$ cat src/rtl/mem_port_arbiter.sv
// ---------------------------------------------------------------------------
// mem_port_arbiter
//
// Shares one single-ported, fixed-latency memory between the instruction
// fetch stage (IF_*) and the data stage (D_*) of the pipelined MIPS core.
// One access is in flight at a time. Each access walks the sequence
// IDLE (grant) -> ISSUE (Mem_Req strobe) -> WAIT (count down to read data)
// -> RESP (one-cycle Ack). When both stages request in the same IDLE cycle,
// the stage that was not served last wins, so neither can starve the other.
//
// Parameters
//   MEM_LAT   memory read latency: cycles from the Mem_Req cycle to the
//             cycle Mem_Rdata is valid. Legal range 1..15.
//
// Ports
//   CLK, RESET            clock; synchronous active-high reset
//   IF_Req/IF_Addr        fetch request (always a read), held until IF_Ack
//   IF_Ack/IF_Rdata       one-cycle completion pulse with fetched word
//   D_Req/D_We/D_Addr/D_Wdata  data request (load or store), held until D_Ack
//   D_Ack/D_Rdata         one-cycle completion pulse; D_Rdata moves on loads only
//   IF_Stall, MEM_Stall   per-stage stall = Req & ~Ack
//   Mem_Req               one-cycle issue strobe to the memory
//   Mem_We/Mem_Addr/Mem_Wdata  access attributes, meaningful while Mem_Req
//   Mem_Rdata             read data, valid MEM_LAT cycles after Mem_Req
// ---------------------------------------------------------------------------
module mem_port_arbiter #(
    parameter int MEM_LAT = 2
) (
    input  logic        CLK,
    input  logic        RESET,
    input  logic        IF_Req,
    input  logic [31:0] IF_Addr,
    output logic        IF_Ack,
    output logic [31:0] IF_Rdata,
    input  logic        D_Req,
    input  logic        D_We,
    input  logic [31:0] D_Addr,
    input  logic [31:0] D_Wdata,
    output logic        D_Ack,
    output logic [31:0] D_Rdata,
    output logic        IF_Stall,
    output logic        MEM_Stall,
    output logic        Mem_Req,
    output logic        Mem_We,
    output logic [31:0] Mem_Addr,
    output logic [31:0] Mem_Wdata,
    input  logic [31:0] Mem_Rdata
);

    localparam logic [1:0] S_IDLE  = 2'd0;
    localparam logic [1:0] S_ISSUE = 2'd1;
    localparam logic [1:0] S_WAIT  = 2'd2;
    localparam logic [1:0] S_RESP  = 2'd3;

    localparam logic OWN_IF = 1'b0;
    localparam logic OWN_D  = 1'b1;

    // Counter is loaded in ISSUE and reads 0 in the cycle Mem_Rdata is valid.
    // With MEM_LAT = 1 the load value is 0, so the first WAIT cycle is
    // already the capture cycle.
    localparam logic [3:0] CNT_LOAD = 4'(MEM_LAT - 1);

    logic [1:0] state;
    logic       owner;
    logic       last_owner;
    logic [3:0] cnt;
    logic       req_any;
    logic       next_owner;

    assign req_any = IF_Req | D_Req;

    // Single requester always wins; on a conflict the stage that was not
    // served last goes first. last_owner resets to IF, so D wins the first
    // conflict after reset.
    always_comb begin
        next_owner = D_Req ? OWN_D : OWN_IF;
        if (IF_Req && D_Req) begin
            next_owner = (last_owner == OWN_IF) ? OWN_D : OWN_IF;
        end
    end

    // Ack is registered, so a stall drops exactly in the Ack cycle.
    assign IF_Stall  = IF_Req & ~IF_Ack;
    assign MEM_Stall = D_Req  & ~D_Ack;

    always_ff @(posedge CLK) begin
        if (RESET) begin
            state      <= S_IDLE;
            owner      <= OWN_IF;
            last_owner <= OWN_IF;
            cnt        <= 4'd0;
            Mem_Req    <= 1'b0;
            Mem_We     <= 1'b0;
            Mem_Addr   <= 32'h0;
            Mem_Wdata  <= 32'h0;
            IF_Ack     <= 1'b0;
            IF_Rdata   <= 32'h0;
            D_Ack      <= 1'b0;
            D_Rdata    <= 32'h0;
        end else begin
            // Strobes are single-cycle by default.
            Mem_Req <= 1'b0;
            IF_Ack  <= 1'b0;
            D_Ack   <= 1'b0;

            case (state)
                S_IDLE: begin
                    if (req_any) begin
                        owner   <= next_owner;
                        Mem_Req <= 1'b1;
                        if (next_owner == OWN_D) begin
                            Mem_We    <= D_We;
                            Mem_Addr  <= D_Addr;
                            Mem_Wdata <= D_Wdata;
                        end else begin
                            // Fetches are reads; Mem_Wdata keeps its old
                            // value since it is ignored when Mem_We is low.
                            Mem_We    <= 1'b0;
                            Mem_Addr  <= IF_Addr;
                        end
                        state <= S_ISSUE;
                    end
                end

                S_ISSUE: begin
                    cnt   <= CNT_LOAD;
                    state <= S_WAIT;
                end

                S_WAIT: begin
                    if (cnt == 4'd0) begin
                        if (owner == OWN_D) begin
                            D_Ack <= 1'b1;
                            // Stores complete with the same timing but leave
                            // the last load result visible.
                            if (!Mem_We) begin
                                D_Rdata <= Mem_Rdata;
                            end
                        end else begin
                            IF_Ack   <= 1'b1;
                            IF_Rdata <= Mem_Rdata;
                        end
                        state <= S_RESP;
                    end else begin
                        cnt <= cnt - 4'd1;
                    end
                end

                S_RESP: begin
                    // Ack is high this cycle; no new grant until IDLE, so the
                    // acked requester's still-high Req is not re-served here.
                    last_owner <= owner;
                    state      <= S_IDLE;
                end

                default: begin
                    state <= S_IDLE;
                end
            endcase
        end
    end

endmodule

$ cat config.mk
export PLATFORM = sky130hd
export DESIGN_NAME = mem_port_arbiter
export DESIGN_NICKNAME = d
export VERILOG_FILES = /design/src/rtl/mem_port_arbiter.sv
export SDC_FILE = /design/constraint.sdc
export NUM_CORES = 1
export LEC_CHECK = 0
export CAP_MARGIN = 0
export CORE_ASPECT_RATIO = 1.2
export CORE_MARGIN = 4
export CORE_UTILIZATION = 37
export DETAILED_ROUTE_END_ITERATION = 6
export HOLD_SLACK_MARGIN = 0.06
export PLACE_DENSITY = 0.85
export SLEW_MARGIN = 25
export SYNTH_ARGS = -nofsm -noshare
export SYNTH_HDL_FRONTEND = slang
export SYNTH_SLANG_ARGS = --single-unit
$ cat constraint.sdc
create_clock -name CLK -period 1.5 [get_ports CLK]
set_input_delay 0.225 -clock CLK [delete_from_list [all_inputs] [get_ports CLK]]
set_output_delay 0.225 -clock CLK [all_outputs]
set_load 0.1 [all_outputs]
# After elaboration in Yosys (flattened, before gate mapping)
# Index checks and enable logic that the tools add are counted.
dict set report op_classes {
  eq_ne 6
  bitwise 10
  reduce_logical 12
  n_mux 13
  add_sub_neg 1
}
# op count
set ops {}
lappend ops {{32-bit two-way mux} 1}
lappend ops {{2-bit case mux with 4 select lines} 1}
lappend ops {{4-bit case mux with 2 select lines} 1}
lappend ops {{1-bit two-way mux} 7}
lappend ops {{1-bit inverter} 7}
lappend ops {{2-bit != test (second input constant)} 3}
lappend ops {{2-bit AND reduction} 3}
lappend ops {{3-bit AND reduction} 2}
lappend ops {{2-bit equality test (second input constant)} 2}
lappend ops {{4-bit zero test} 1}
lappend ops {{2-bit two-way mux} 2}
lappend ops {{4-bit two-way mux} 1}
lappend ops {{4-bit AND reduction} 1}
lappend ops {{4-bit by 1-bit subtractor with 4-bit output (second input constant)} 1}
lappend ops {{3-bit OR reduction} 1}
lappend ops {{1-bit bitwise AND} 2}
lappend ops {{2-bit by 1-bit equality test with 1-bit output (second input constant)} 1}
lappend ops {{2-bit zero test} 1}
lappend ops {{2-bit nonzero test} 1}
lappend ops {{2-bit OR reduction} 1}
lappend ops {{1-bit logical AND} 1}
lappend ops {{1-bit OR} 1}
dict set report totals {
  in_bits 133
  elab_cells 54
  out_inout_bits 134
  reg_bits 140
}

# Depth between registers and ports, before layout
dict set report logic_depth {
  ltp_word 3
  ltp_mapped 8
}

# Worst setup path after synthesis
# Ideal clock, no wire load.
dict set report synth_path {
  kind {register to output}
  from {register IF_Ack}
  to {output port IF_Stall}
  arrival_ps 2114
  setup_slack_ps -839
  stages_incl_launch_ff 2
  path_cell_list {dfxtp_1 -> nor2b_1}
}
dict set report synth_via {
  elab_chain_len 2
}
# item line
set synth_rtl {}
lappend synth_rtl {{from (decl)} 33} ;# output logic IF_Ack,
lappend synth_rtl {{from (signal assigned)} 96} ;# IF_Ack <= 1'b0;
lappend synth_rtl {{from (signal assigned)} 103} ;# IF_Ack <= 1'b0;
lappend synth_rtl {{from (signal assigned)} 140} ;# IF_Ack <= 1'b1;
lappend synth_rtl {{1-bit inverter} 83} ;# assign IF_Stall = IF_Req & ~IF_Ack;
lappend synth_rtl {{1-bit bitwise AND} 83}
lappend synth_rtl {{to (decl)} 41} ;# output logic IF_Stall,
# Every way passes these cells.

# Worst setup path in the final report
dict set report layout_path {
  from {register state[0]}
  to {register IF_Rdata[19]}
}
dict set report layout_via {
  elab_chain_len 2
}
# item line
set layout_rtl {}
lappend layout_rtl {{from (decl)} 63} ;# logic [1:0] state;
lappend layout_rtl {{from (signal assigned)} 88} ;# state <= S_IDLE;
lappend layout_rtl {{from (signal assigned)} 121} ;# state <= S_ISSUE;
lappend layout_rtl {{from (signal assigned)} 127} ;# state <= S_WAIT;
lappend layout_rtl {{2-bit equality test} 106} ;# case (state)
lappend layout_rtl {{3-bit AND reduction (no line)} --}
lappend layout_rtl {{to (signal assigned)} 141} ;# IF_Rdata <= Mem_Rdata;
lappend layout_rtl {{to (decl)} 34} ;# output logic [31:0] IF_Rdata,
# Every way passes these cells.
# A chain may end at the register's enable or synchronous reset.

==> metrics <==
number of antenna violations at the first check in global routing=0; full die area=about 17000 sq um; fin crit share=104.9%; global placement routability congestion=0.8077; #FFs+latches synth=140; vias in the first global route=between 6000 and 7000; synthesized instance count=678; Crit-path slowest cell=dfxtp_2; CP dominant cell by count=buf_6; worst vdd ir=1.382 mV; status=complete, but fails checks; Avg Inst Size Synth=8.279 sq um; largest net degree at the start of global routing=75; Die H=142.9 um; CP max stage delay=0.32 ns; Min Clock Period, post-route=roughly 1.6 ns; Rows=49; Root Buffer=clkbuf_16; Initial Util=37.52%; clock sinks=140; TritonRoute pass-1 iters=5; # port buffers=about 270; unrepaired setup endpoints after global routing=yes; Initial DRC Count=545; number of vias in the routed layout=about 6200; Required @ worst endpoint=1.85 ns; Hold Startpoint=RESET; Max clock buf depth=2; Leakage Power=4.129 nW; worst-margin pin slew=approximately 0.43 ns; Tot Pwr=0.02066 W; cell taking the most area after synthesis=dfxtp_1; YS warnings=0; worst hold-check path type=input pin to register; post-route ant nets=0; crit path to=IF_Rdata[19]; r2r worst-path depth=8; Core Area=14960 sq um; Synth Flop Type=dfxtp_1; Post-synth EDFFs=0; Syn-to-layout area delta=95.59%; DIE WIDTH=around 120 um; Pwr Density=~1900 nW/um^2; Critical Path AT=between 1.5 and 2 ns; setup TNS=-1.297 ns; first-pass GRT wire length=30170 um; # fillers=961; max cap viols=0; setup ws final=-0.07423 ns; failing checks=setup timing; Critical R2R Launch=state[0]; register area share after synthesis=49.93%; n_diodes=0; # IOs=approximately 270; Slew Limit Fails=0; Net Count, Synth=818; Worst R2R Setup Slack=-0.07 ns; Critical Path End Type=register; nets=1083; Cell variety after synth=34; CP Class=register to register; final WL=21820 um; CP Cell Sequence=inv_2 -> ha_4 -> buf_6 -> nor4bb_4 -> buf_6 -> buf_12 -> nand3_1 -> a21oi_2; Remaining DRCs=0; Reg clk slew, reported paths=~0.07 ns; top cells by area, synth=dfxtp_1 (50%), o21ai_0 (8.9%), nand2_1 (8.8%), a21oi_1 (6.1%), mux2i_1 (6.1%); async set-or-reset flop fraction in the synthesized netlist=0%; synthesized cell area=5613 sq um; top cells by count, synth=dfxtp_1 (140), nand2_1 (131), o21ai_0 (100); CP startpoint=state[0]; GR Overflow Total=0; Final HPWL DP=around 14000 um; Synth top area share=49.93%; layout cells sized above 1=27.20%; f_max=635.2 MHz; CTS tree=done; top-count cell post-synth=dfxtp_1; Fin. Hold Viols=0; htree depth=4; clk_lat worst skew=0.42 ns; DR WL/cell=18.81 um; startpoint types=register; skew final=0.01162 ns; Max-Slew Margin vs Limit=70.83%; FF-to-FF End=IF_Rdata[19]; CTS Buf Count=17; Setup-failing EPs final=35; GRT Overall Usage=22.22%; via/cell ratio=5.364; critical path fanouts, max=11
## layout by cell type (no fill, tap or decap), drive strengths merged, types with 5 or more instances in the layout
master,instances
a21oi,68
a31oi,32
buf,176
clkbuf,24
clkdlybuf4s50,129
clkinv,7
dfxtp,140
ha,7
inv,11
mux2i,34
nand2,131
nand3,64
nor2,5
nor3,6
o21ai,100
## metal layers
| metal | vias up | share of wire, % | GRT usage [%] |
|---|---|---|---|
| met5 | - | 0 | 0 |
| li1 | 2885 | - | - |
| met1 | 2933 | 35 | 22.91 |
| met2 | 338 | 51 | 39.36 |
| met3 | 66 | 9.3 | 8.082 |
| met4 | 0 | 4.3 | 11.75 |
## how the worst min path moves through the flow
stage / to / slack, ns / cells after the start
6_report: Mem_Req / 0.32 / 3
5_1_grt: Mem_Req / 0.33 / 3
4_1_cts: Mem_We / 0.31 / 3
3_5_place_dp: D_Rdata[6] / 0.48 / 2
3_3_place_gp: D_Rdata[19] / 0.48 / 2
2_1_floorplan: D_Rdata[0] / 0.37 / 2
## state kept, by name, indices dropped and copies added (netlist names), 2 cells and up
signal	count
D_Rdata	32
state	2
Mem_Wdata	32
IF_Rdata	32
cnt	4
Mem_Addr	32
## cell families (layout without fill, tap and decap cells)
group / count (synthesis) / after routing / share of synthesized area, %
adders and majority gates: 7 / 7 / 1.560
DFF: 140 / 140 / 49.93
and+or+nand+nor: 216 / 216 / 16.96
buffers and inverters: 72 / 350 / 5.640
AOI/OAI and AO/OA: 209 / 209 / 19.84
muxes: 34 / 34 / 6.063
## power by group
group / switching [W] / internal [W]
registers: 0.000742 / 0.00444
clock network: 0.00167 / 0.00239
logic: 0.00721 / 0.00421
total: 0.00963 / 0.0110
## stage by stage
stage / instances / cell area (sq um) / setup WS (ns) / utilization [%] / hold slack, ns
4_1_cts: 1153 / 10700 / -0.03964 / 71.55 / 0.3075
3_3_place_gp: 1116 / 9996 / -0.1539 / 66.82 / 0.4791
6_report: 1160 / 10980 / -0.07423 / 73.39 / 0.3236
2_1_floorplan: 678 / 5655 / 0.005439 / - / 0.3672
5_1_grt: 1160 / 10980 / -0.1534 / 73.39 / 0.3275
3_5_place_dp: 1116 / 9996 / -0.2409 / 66.82 / 0.4842
## layout make-up
cell class / instances / area (sq um) / share of cell area [%]
Timing Repair Buffer: 311 / 4593 / 41.84
Sequential cell: 140 / 2811 / 25.61
Multi-Input combinational cell: 466 / 2721 / 24.79
Clock buffer: 20 / 456.7 / 4.160
Tap cell: 204 / 255.2 / 2.325
Clock inverter: 12 / 111.4 / 1.014
Inverter: 7 / 28.78 / 0.2621
## worst max-delay path, delay by kind of cell (launching register included)
kind / cells / cell delay (ns)
DFF: 1 / 0.32
AOI/OAI and AO/OA: 1 / 0.15
adders and majority gates: 1 / 0.16
and+or+nand+nor: 2 / 0.32
buffers and inverters: 4 / 0.53
## repair_timing
item,in CTS,in global routing
hold buffers,0,0
hold endpoints to repair,0,0
setup buffers,3,3
pin swaps,3,13
setup endpoints to repair,81,133
gates resized for setup,20,44
cloned,2,5
Note: power is estimated with default switching activity, not from simulation.
